--- src/rtl/add_pipe_pkg.sv ---
// Shared types and helpers for the pipelined add/sub unit: slice width, flag
// bit positions, the per-stage pipeline record and 4-bit lookahead equations.
package add_pipe_pkg;

  localparam int SLICE_W    = 16;
  localparam int MAX_NSLICE = 4;
  localparam int MAX_W      = SLICE_W * MAX_NSLICE;
  localparam int MAX_TAG_W  = 8;

  // out_flags layout is {N,Z,C,V}
  localparam int FLAG_V = 0;
  localparam int FLAG_C = 1;
  localparam int FLAG_Z = 2;
  localparam int FLAG_N = 3;

  // Sized for the largest supported unit; narrower builds leave the upper bits idle.
  typedef struct packed {
    logic                 valid;
    logic                 carry;
    logic [MAX_TAG_W-1:0] tag;
    logic [MAX_W-1:0]     a_rem;
    logic [MAX_W-1:0]     b_rem;
    logic [MAX_W-1:0]     sum_done;
  } stage_rec_t;

  // Carries into bits 0..3 of a 4-bit group, all flattened to two logic levels.
  function automatic logic [3:0] cla4_carry(input logic [2:0] g, input logic [2:0] p,
                                            input logic cin);
    logic [3:0] c;
    c[0] = cin;
    c[1] = g[0] | (p[0] & cin);
    c[2] = g[1] | (p[1] & g[0]) | (p[1] & p[0] & cin);
    c[3] = g[2] | (p[2] & g[1]) | (p[2] & p[1] & g[0]) | (p[2] & p[1] & p[0] & cin);
    return c;
  endfunction

  function automatic logic cla4_group_gen(input logic [3:0] g, input logic [3:1] p);
    return g[3] | (p[3] & g[2]) | (p[3] & p[2] & g[1]) | (p[3] & p[2] & p[1] & g[0]);
  endfunction

endpackage

--- src/rtl/add16_slice.sv ---
// Combinational 16-bit two-level carry-lookahead adder: four 4-bit groups whose
// group generate/propagate terms feed a second lookahead level.
module add16_slice
  import add_pipe_pkg::*;
(
  input  logic               i_cin,
  input  logic [SLICE_W-1:0] i_a,
  input  logic [SLICE_W-1:0] i_b,
  output logic [SLICE_W-1:0] o_s,
  output logic               o_cout
);

  localparam int NGRP = SLICE_W / 4;

  logic [SLICE_W-1:0] w_g;
  logic [SLICE_W-1:0] w_p;
  logic [SLICE_W-1:0] w_c;
  logic [NGRP-1:0]    w_grp_g;
  logic [NGRP-1:0]    w_grp_p;
  logic [NGRP-1:0]    w_grp_c;

  assign w_g = i_a & i_b;
  assign w_p = i_a ^ i_b;

  generate
    for (genvar gi = 0; gi < NGRP; gi++) begin : g_grp
      assign w_grp_g[gi]      = cla4_group_gen(w_g[4*gi +: 4], w_p[4*gi+1 +: 3]);
      assign w_grp_p[gi]      = &w_p[4*gi +: 4];
      assign w_c[4*gi +: 4]   = cla4_carry(w_g[4*gi +: 3], w_p[4*gi +: 3], w_grp_c[gi]);
    end
  endgenerate

  assign w_grp_c = cla4_carry(w_grp_g[2:0], w_grp_p[2:0], i_cin);
  assign o_cout  = cla4_group_gen(w_grp_g, w_grp_p[3:1]) | (&w_grp_p & i_cin);
  assign o_s     = w_p ^ w_c;

endmodule

--- src/rtl/add_pipe_stage.sv ---
// Pipelined add/sub execute unit: one 16-bit CLA slice per stage, carry registered
// between stages. Define ADD_PIPE_FLAGS_EN to produce {N,Z,C,V}; otherwise flags read 0.
module add_pipe_stage
  import add_pipe_pkg::*;
#(
  parameter int NSLICE = 2,
  parameter int TAG_W  = 5
) (
  input  logic                      clk,
  input  logic                      rst,
  input  logic                      flush,
  input  logic                      in_valid,
  output logic                      in_ready,
  input  logic [SLICE_W*NSLICE-1:0] in_a,
  input  logic [SLICE_W*NSLICE-1:0] in_b,
  input  logic                      in_sub,
  input  logic [TAG_W-1:0]          in_tag,
  output logic                      out_valid,
  input  logic                      out_ready,
  output logic [SLICE_W*NSLICE-1:0] out_sum,
  output logic [TAG_W-1:0]          out_tag,
  output logic [3:0]                out_flags
);

  localparam int WIDTH = SLICE_W * NSLICE;
  localparam int LAST  = NSLICE - 1;

  stage_rec_t         r_stage [NSLICE];
  logic               r_out_valid;
  logic [WIDTH-1:0]   r_out_sum;
  logic [TAG_W-1:0]   r_out_tag;
  logic [3:0]         r_out_flags;

  logic [SLICE_W-1:0] w_slice_s    [NSLICE];
  logic               w_slice_cout [NSLICE];
  logic               w_adv;
  logic [WIDTH-1:0]   w_final_sum;
  logic               w_flag_n;
  logic               w_flag_z;
  logic               w_flag_c;
  logic               w_flag_v;
  logic [3:0]         w_flags;

  // The whole pipe moves as one; a stalled output freezes every stage.
  assign w_adv    = !r_out_valid || out_ready;
  assign in_ready = w_adv && !flush;

  generate
    for (genvar gi = 0; gi < NSLICE; gi++) begin : g_slice
      add16_slice u_slice (
        .i_cin  (r_stage[gi].carry),
        .i_a    (r_stage[gi].a_rem[gi*SLICE_W +: SLICE_W]),
        .i_b    (r_stage[gi].b_rem[gi*SLICE_W +: SLICE_W]),
        .o_s    (w_slice_s[gi]),
        .o_cout (w_slice_cout[gi])
      );
    end
  endgenerate

  always_comb begin
    w_final_sum = r_stage[LAST].sum_done[WIDTH-1:0];
    w_final_sum[LAST*SLICE_W +: SLICE_W] = w_slice_s[LAST];
  end

`ifdef ADD_PIPE_FLAGS_EN
  // b_rem already holds the inverted operand for subtracts, so one V rule covers both.
  assign w_flag_n = w_final_sum[WIDTH-1];
  assign w_flag_z = (w_final_sum == '0);
  assign w_flag_c = w_slice_cout[LAST];
  assign w_flag_v = (r_stage[LAST].a_rem[WIDTH-1] == r_stage[LAST].b_rem[WIDTH-1]) &&
                    (w_final_sum[WIDTH-1] != r_stage[LAST].a_rem[WIDTH-1]);
`else
  assign w_flag_n = 1'b0;
  assign w_flag_z = 1'b0;
  assign w_flag_c = 1'b0;
  assign w_flag_v = 1'b0;
`endif

  always_comb begin
    w_flags         = 4'b0000;
    w_flags[FLAG_N] = w_flag_n;
    w_flags[FLAG_Z] = w_flag_z;
    w_flags[FLAG_C] = w_flag_c;
    w_flags[FLAG_V] = w_flag_v;
  end

  always_ff @(posedge clk) begin
    if (rst) begin
      for (int k = 0; k < NSLICE; k++) begin
        r_stage[k].valid <= 1'b0;
      end
      r_out_valid <= 1'b0;
      r_out_sum   <= '0;
      r_out_tag   <= '0;
      r_out_flags <= 4'b0000;
    end else begin
      if (w_adv) begin
        r_stage[0].valid    <= in_valid && !flush;
        r_stage[0].carry    <= in_sub;
        r_stage[0].tag      <= MAX_TAG_W'(in_tag);
        r_stage[0].a_rem    <= MAX_W'(in_a);
        r_stage[0].b_rem    <= MAX_W'(in_b ^ {WIDTH{in_sub}});
        r_stage[0].sum_done <= '0;
        for (int k = 1; k < NSLICE; k++) begin
          r_stage[k]       <= r_stage[k-1];
          r_stage[k].carry <= w_slice_cout[k-1];
          r_stage[k].sum_done[(k-1)*SLICE_W +: SLICE_W] <= w_slice_s[k-1];
        end
        r_out_valid <= r_stage[LAST].valid;
        // Bubbles leave the visible result registers untouched.
        if (r_stage[LAST].valid) begin
          r_out_sum   <= w_final_sum;
          r_out_tag   <= r_stage[LAST].tag[TAG_W-1:0];
          r_out_flags <= w_flags;
        end
      end
      if (flush) begin
        for (int k = 0; k < NSLICE; k++) begin
          r_stage[k].valid <= 1'b0;
        end
        r_out_valid <= 1'b0;
      end
    end
  end

  assign out_valid = r_out_valid;
  assign out_sum   = r_out_sum;
  assign out_tag   = r_out_tag;
  assign out_flags = r_out_flags;

endmodule
--- config.mk ---
export PLATFORM = sky130hd
export DESIGN_NAME = add_pipe_stage
export DESIGN_NICKNAME = d
export VERILOG_FILES = /design/src/rtl/add_pipe_pkg.sv /design/src/rtl/add16_slice.sv /design/src/rtl/add_pipe_stage.sv
export SDC_FILE = /design/constraint.sdc
export NUM_CORES = 1
export LEC_CHECK = 0
export ABC_AREA = 1
export ABC_CLOCK_PERIOD_IN_PS = 3100
export CELL_PAD_IN_SITES_DETAIL_PLACEMENT = 1
export CELL_PAD_IN_SITES_GLOBAL_PLACEMENT = 2
export CORE_MARGIN = 2
export CORE_UTILIZATION = 34
export CTS_CLUSTER_DIAMETER = 50
export DETAILED_ROUTE_END_ITERATION = 10
export PLACE_DENSITY = 0.82
export SYNTH_ARGS = -nofsm -noshare
export SYNTH_HDL_FRONTEND = slang
export SYNTH_SLANG_ARGS = --single-unit
--- constraint.sdc ---
create_clock -name clk -period 3.1 [get_ports clk]
set_input_delay 0.62 -clock clk [delete_from_list [all_inputs] [get_ports clk]]
set_output_delay 0.62 -clock clk [all_outputs]
set_load 0.1 [all_outputs]
; ---- Yosys cells after proc, flatten, opt, wreduce, memory -nomap -nowiden
; Memories as Yosys holds them, arrays and structs flattened.
; Cells that the tools add are included.
[totals]
reg_bits = 38
ram_bits = 404
in_bits = 75
wordCells = 262
n_memories = 1
[memory_table]
columns = memory, depth, word_bits, rd, rd_ports_with_merged_regs, write_ports, line_no
row1 = r_stage, 2, 202, 2, 0, 2, add_pipe_stage.sv:28  ; stage_rec_t r_stage [NSLICE];
[classes]
muxes = 14
n_bitwise = 229
reduce_logical = 15
[ops]
columns = cell, count
row1 = AND 1 bit, 131
row2 = bitwise OR 1 bit, 91
row3 = XOR 16 bit, 4
row4 = XOR 32 bit, 1
row5 = AND reduction 4 bit, 7
row6 = AND 16 bit, 1
row7 = 2-to-1 mux 16 bit, 1
row8 = AND reduction 16 bit, 1
row9 = AND 15 bit, 1
row10 = 2-to-1 mux 1 bit, 13
row11 = logical AND 1 bit, 2
row12 = zero test 1 bit, 2
row13 = AND reduction 2 bit, 1
row14 = OR reduction 2 bit, 1
row15 = logical OR 1 bit, 1

; ---- Depth between registers and ports, before layout
; An unclocked memory read counts as a cell.
[depth]
depth_word = 14
mapped_depth = 15

; ---- Modules after synthesis
; From an unflattened synthesis, not the netlist that was laid out.
[hier_totals]
cells_unflattened = 859
area_unflattened_um2 = 8204.1
[modules_own_cells]
columns = module, n_inst, cells_per_inst, area_per_inst_um2
row1 = add_pipe_stage, 1, 617, 6635.1
row2 = add16_slice at g_slice[0].u_slice, 1, 121, 785.8
row3 = add16_slice at g_slice[1].u_slice, 1, 121, 783.3

; ---- Least setup slack after synthesis
; No wires, ideal clock.
[synth_timing]
path_kind = flip-flop to output port
from = register r_out_valid, in the netlist out_valid (read register of r_stage)
to = output in_ready
arrival_time_ns = 2.127
t_required_ns = 2.480
setup_slack_ns = 0.353
stages_incl_launch_ff = 4
n_path_buf = 0
cell_sequence = dfxtp_1 > inv_1 > nor2_2 > nor2_1
[synth_between]
elab_chain_cells = 3
[synth_lines]
columns = element, line_no
row1 = from (decl), add_pipe_stage.sv:29  ; logic r_out_valid;
row2 = zero test 1 bit, add_pipe_stage.sv:45  ; assign w_adv = !r_out_valid || out_ready;
row3 = logical OR 1 bit, add_pipe_stage.sv:45
row4 = logical AND 1 bit, add_pipe_stage.sv:46  ; assign in_ready = w_adv && !flush;
row5 = to (decl), add_pipe_stage.sv:13  ; output logic in_ready,
; Every way passes these cells.

==> summary.txt <==
Route
  • Final WL: 16510 µm
  • Antenna Violating Nets Remaining: 0
  • Vias: 5287
  • Number of vias per cell: 4.410
  • 1st-iter DRT viols: 285
  • First-pass iteration count of the detailed router: 4
  • Detailed-route DRC error count: 0
  • Wire per inst: 13.77 µm

Logic synthesis
  • EDFF count, synth: 124
  • Avg Inst Size Synth: 9.934 µm²
  • Ys Warns: 0
  • Yosys top cell area share: 0.4733
  • Synthesized area: 7868 µm²
  • Cell variety after synth: 37
  • Main synth FF type: edfxtp_1
  • Most frequent cells after synthesis: nor2_1 (204), edfxtp_1 (124), inv_1 (116)
  • Count leader, synth: nor2_1
  • Area contributors post-synth: edfxtp_1 (47%), dfxtp_1 (10%), nor2_1 (9.7%)
  • Yosys top cell by area: edfxtp_1
  • Post-synthesis sequential area ratio: 0.5751
  • FFs w/ async S/R, synth: 0
  • #FFs+latches synth: 164
  • Synth Instances: 792

Clock tree
  • CTS buffer count: 17
  • Clock buffer depth: 2
  • Clock sinks: 164
  • Postcts setup bufs: 0
  • Cts repair resizes: 0
  • H-tree depth: 4
  • Clock Latency Late Sink: 0.42 ns
  • Post-cts hold buffer count: 0
  • Reg clk slew, reported paths: 0.07 ns
  • CTS tree: yes
  • CTS root buf: clkbuf_16

Setup path
  • Slowest CP cell: ha_1
  • CP bufs+invs: 0
  • Peak fanout along the critical path: 6
  • Crit path cell chain: ha_1 > a21oi_1 > and2_4 > nand3_4 > nand2_2 > nand2_4 > fa_1 > xnor2_1 > nor2_1
  • Worst setup path class: flip-flop to flip-flop
  • Crit start category: flip-flop
  • Critical Path Max Stage Delay: 0.41 ns
  • Critical Path RT: 3.27 ns
  • Crit path DAT: 2.54 ns
  • Nature of the critical path endpoint: flip-flop
  • Worst path top cell family by delay: adder cells

Pwr
  • Pwr dens: 567.0 nW/µm²
  • Sw frac: 0.2504
  • P_int: 4.166 mW
  • Max VDD drop: 0.0002581 V
  • Static leakage power: 4.283 nW
  • Combinational fraction of design power: 0.143
  • NetSw: 1.392 mW
  • Clock share of power: 0.395
  • Sequential fraction of design power: 0.462

Floorplan
  • Std cell rows: 55
  • Die Width: 156.1 µm
  • Die area: 24370 µm²
  • Core ar.: 22710 µm²
  • I/O pins: 118
  • Vert. Die Dim: 156.1 µm
  • Starting Density: 0.3464

Timing
  • Slew Limit Fails: 0
  • Fmax: 421.3 MHz
  • Min cycle time layout: 2.374 ns
  • # setup viols final: 0
  • RSZ-0062 raised after global routing: no
  • Rel. slew slack: 0.3637
  • Period Utilization, post-route: 0.7658
  • Final hold violation count: 0
  • Setup TNS: 0 ns
  • Worst Max-Slew Pin Slew: 0.9544 ns
  • Worst Clk Skew: 0.007418 ns

Place
  • DP Area: 9188 µm²
  • DPL Wire Length: 11610 µm
  • Final RePlAce weighted congestion: 0.7533
  • Port bufs: 113

Job
  • Maxcap violations: 0

Cells and area
  • Final #Nets: 1015
  • FILL cells: 2559
  • Final design utilization: 0.4317
  • Synth-to-Final Area Change: 24.60%
  • Share of layout cells above drive strength 1: 0.1182
  • Post-route cell area: 9803 µm²
  • N_diodes: 0

Hold path
  • HP Class: flip-flop to flip-flop

GRT
  • Initial antenna violation count: 0
  • Grt ovf: 0
  • Via count of the first global-routing pass: 5389
  • Global-route wire length before repair: 27300 µm
  • Pin count of the biggest net entering global routing: 134
  • Total GRT Usage: 0.1431

Outcome
  • Status: finished, final reports clean
worst paths after layout:
check | startpoint | end | slack (ns) | depth (start not counted)
setup / recovery | r_stage[0][67] | r_stage[1][9] | 0.73 | 9
setup reg to reg | r_stage[0][67] | r_stage[1][9] | 0.73 | 9
hold reg to reg | r_stage[1][15] | out_sum[15] | 0.47 | 2
hold / removal | r_stage[1][15] | out_sum[15] | 0.47 | 2
logic make-up (layout without fill, tap and decap cells):
| logic type | count (synthesis) | after routing | synth area share |
|---|---|---|---|
| other cells | 1 | 4 | 0.0004766 |
| compound gates | 75 | 75 | 0.05057 |
| flops | 164 | 164 | 0.5751 |
| xor+xnor | 43 | 43 | 0.04787 |
| fa+ha+maj | 39 | 39 | 0.06966 |
| buf+inv | 150 | 269 | 0.07856 |
| simple gates | 320 | 320 | 0.1778 |
layer usage:
| layer | part of all wire | global-route usage | wire length [µm] | vias to the layer above |
|---|---|---|---|---|
| met1 | 0.52 | 0.2027 | 8539 | 2443 |
| met2 | 0.44 | 0.2208 | 7295 | 84 |
| met3 | 0.027 | 0.02500 | 451 | 14 |
| met4 | 0.013 | 0.05111 | 218 | 0 |
| met5 | 0 | 0 | 0 | - |
| li1 | - | - | - | 2746 |
power groups by stage:
stage                     Combinational (mW)  Clock [mW]  Sequential, mW
after floorplan                        0.469           0            2.68
after global placement                 0.790           0            2.61
after detailed placement               0.802           0            2.61
after CTS                              0.808        2.25            2.57
after global routing                   0.893        2.34            2.58
final                                  0.795        2.20            2.57
area by class of cell:
cell class                      count  area [µm²]  share of cell area
Tap cell                          285       356.6             0.03638
Sequential cell                   164        4524              0.4615
Multi-Input combinational cell    481        2751              0.2807
Timing Repair Buffer              119        1111              0.1133
Inverter                          118       444.2             0.04531
Clock buffer                       19       432.9             0.04416
Clock inverter                     13       182.7             0.01863
sequential cells by signal, indices dropped and copies added, names as in the netlist:
register   cells
r_stage      126
out_valid      1
out_tag        5
out_sum       32
layout by cell type, fill, tap and decap left out, types with 26 or more instances in the layout:
cell type,instances
a21oi_1,30
buf_4,42
clkdlybuf4s50_1,73
dfxtp_1,40
edfxtp_1,124
ha_1,31
inv_1,116
nand2_1,49
nand3_1,26
nor2_1,202
o21ai_0,35
xnor2_1,39
stage by stage:
stage          instances  hold slack [ns]  setup slack, ns  power, mW
4_1_cts             1199           0.4728           0.7024      5.627
2_1_floorplan        795           0.4415           0.3529      3.154
3_3_place_gp        1167           0.4519           0.7058      3.398
3_5_place_dp        1167           0.4593           0.6647      3.417
6_report            1199           0.4701           0.7262      5.558
5_1_grt             1199           0.4928           0.5960      5.815
worst reg2reg max path: cells and delay by family, from the launching register on:
| kind | cells | cell delay (ns) |
|---|---|---|
| compound gates | 1 | 0.22 |
| simple gates | 5 | 0.51 |
| xor+xnor | 1 | 0.21 |
| fa+ha+maj | 2 | 0.80 |
| flops | 1 | 0.38 |
Note: power is estimated with default switching activity, not from simulation.
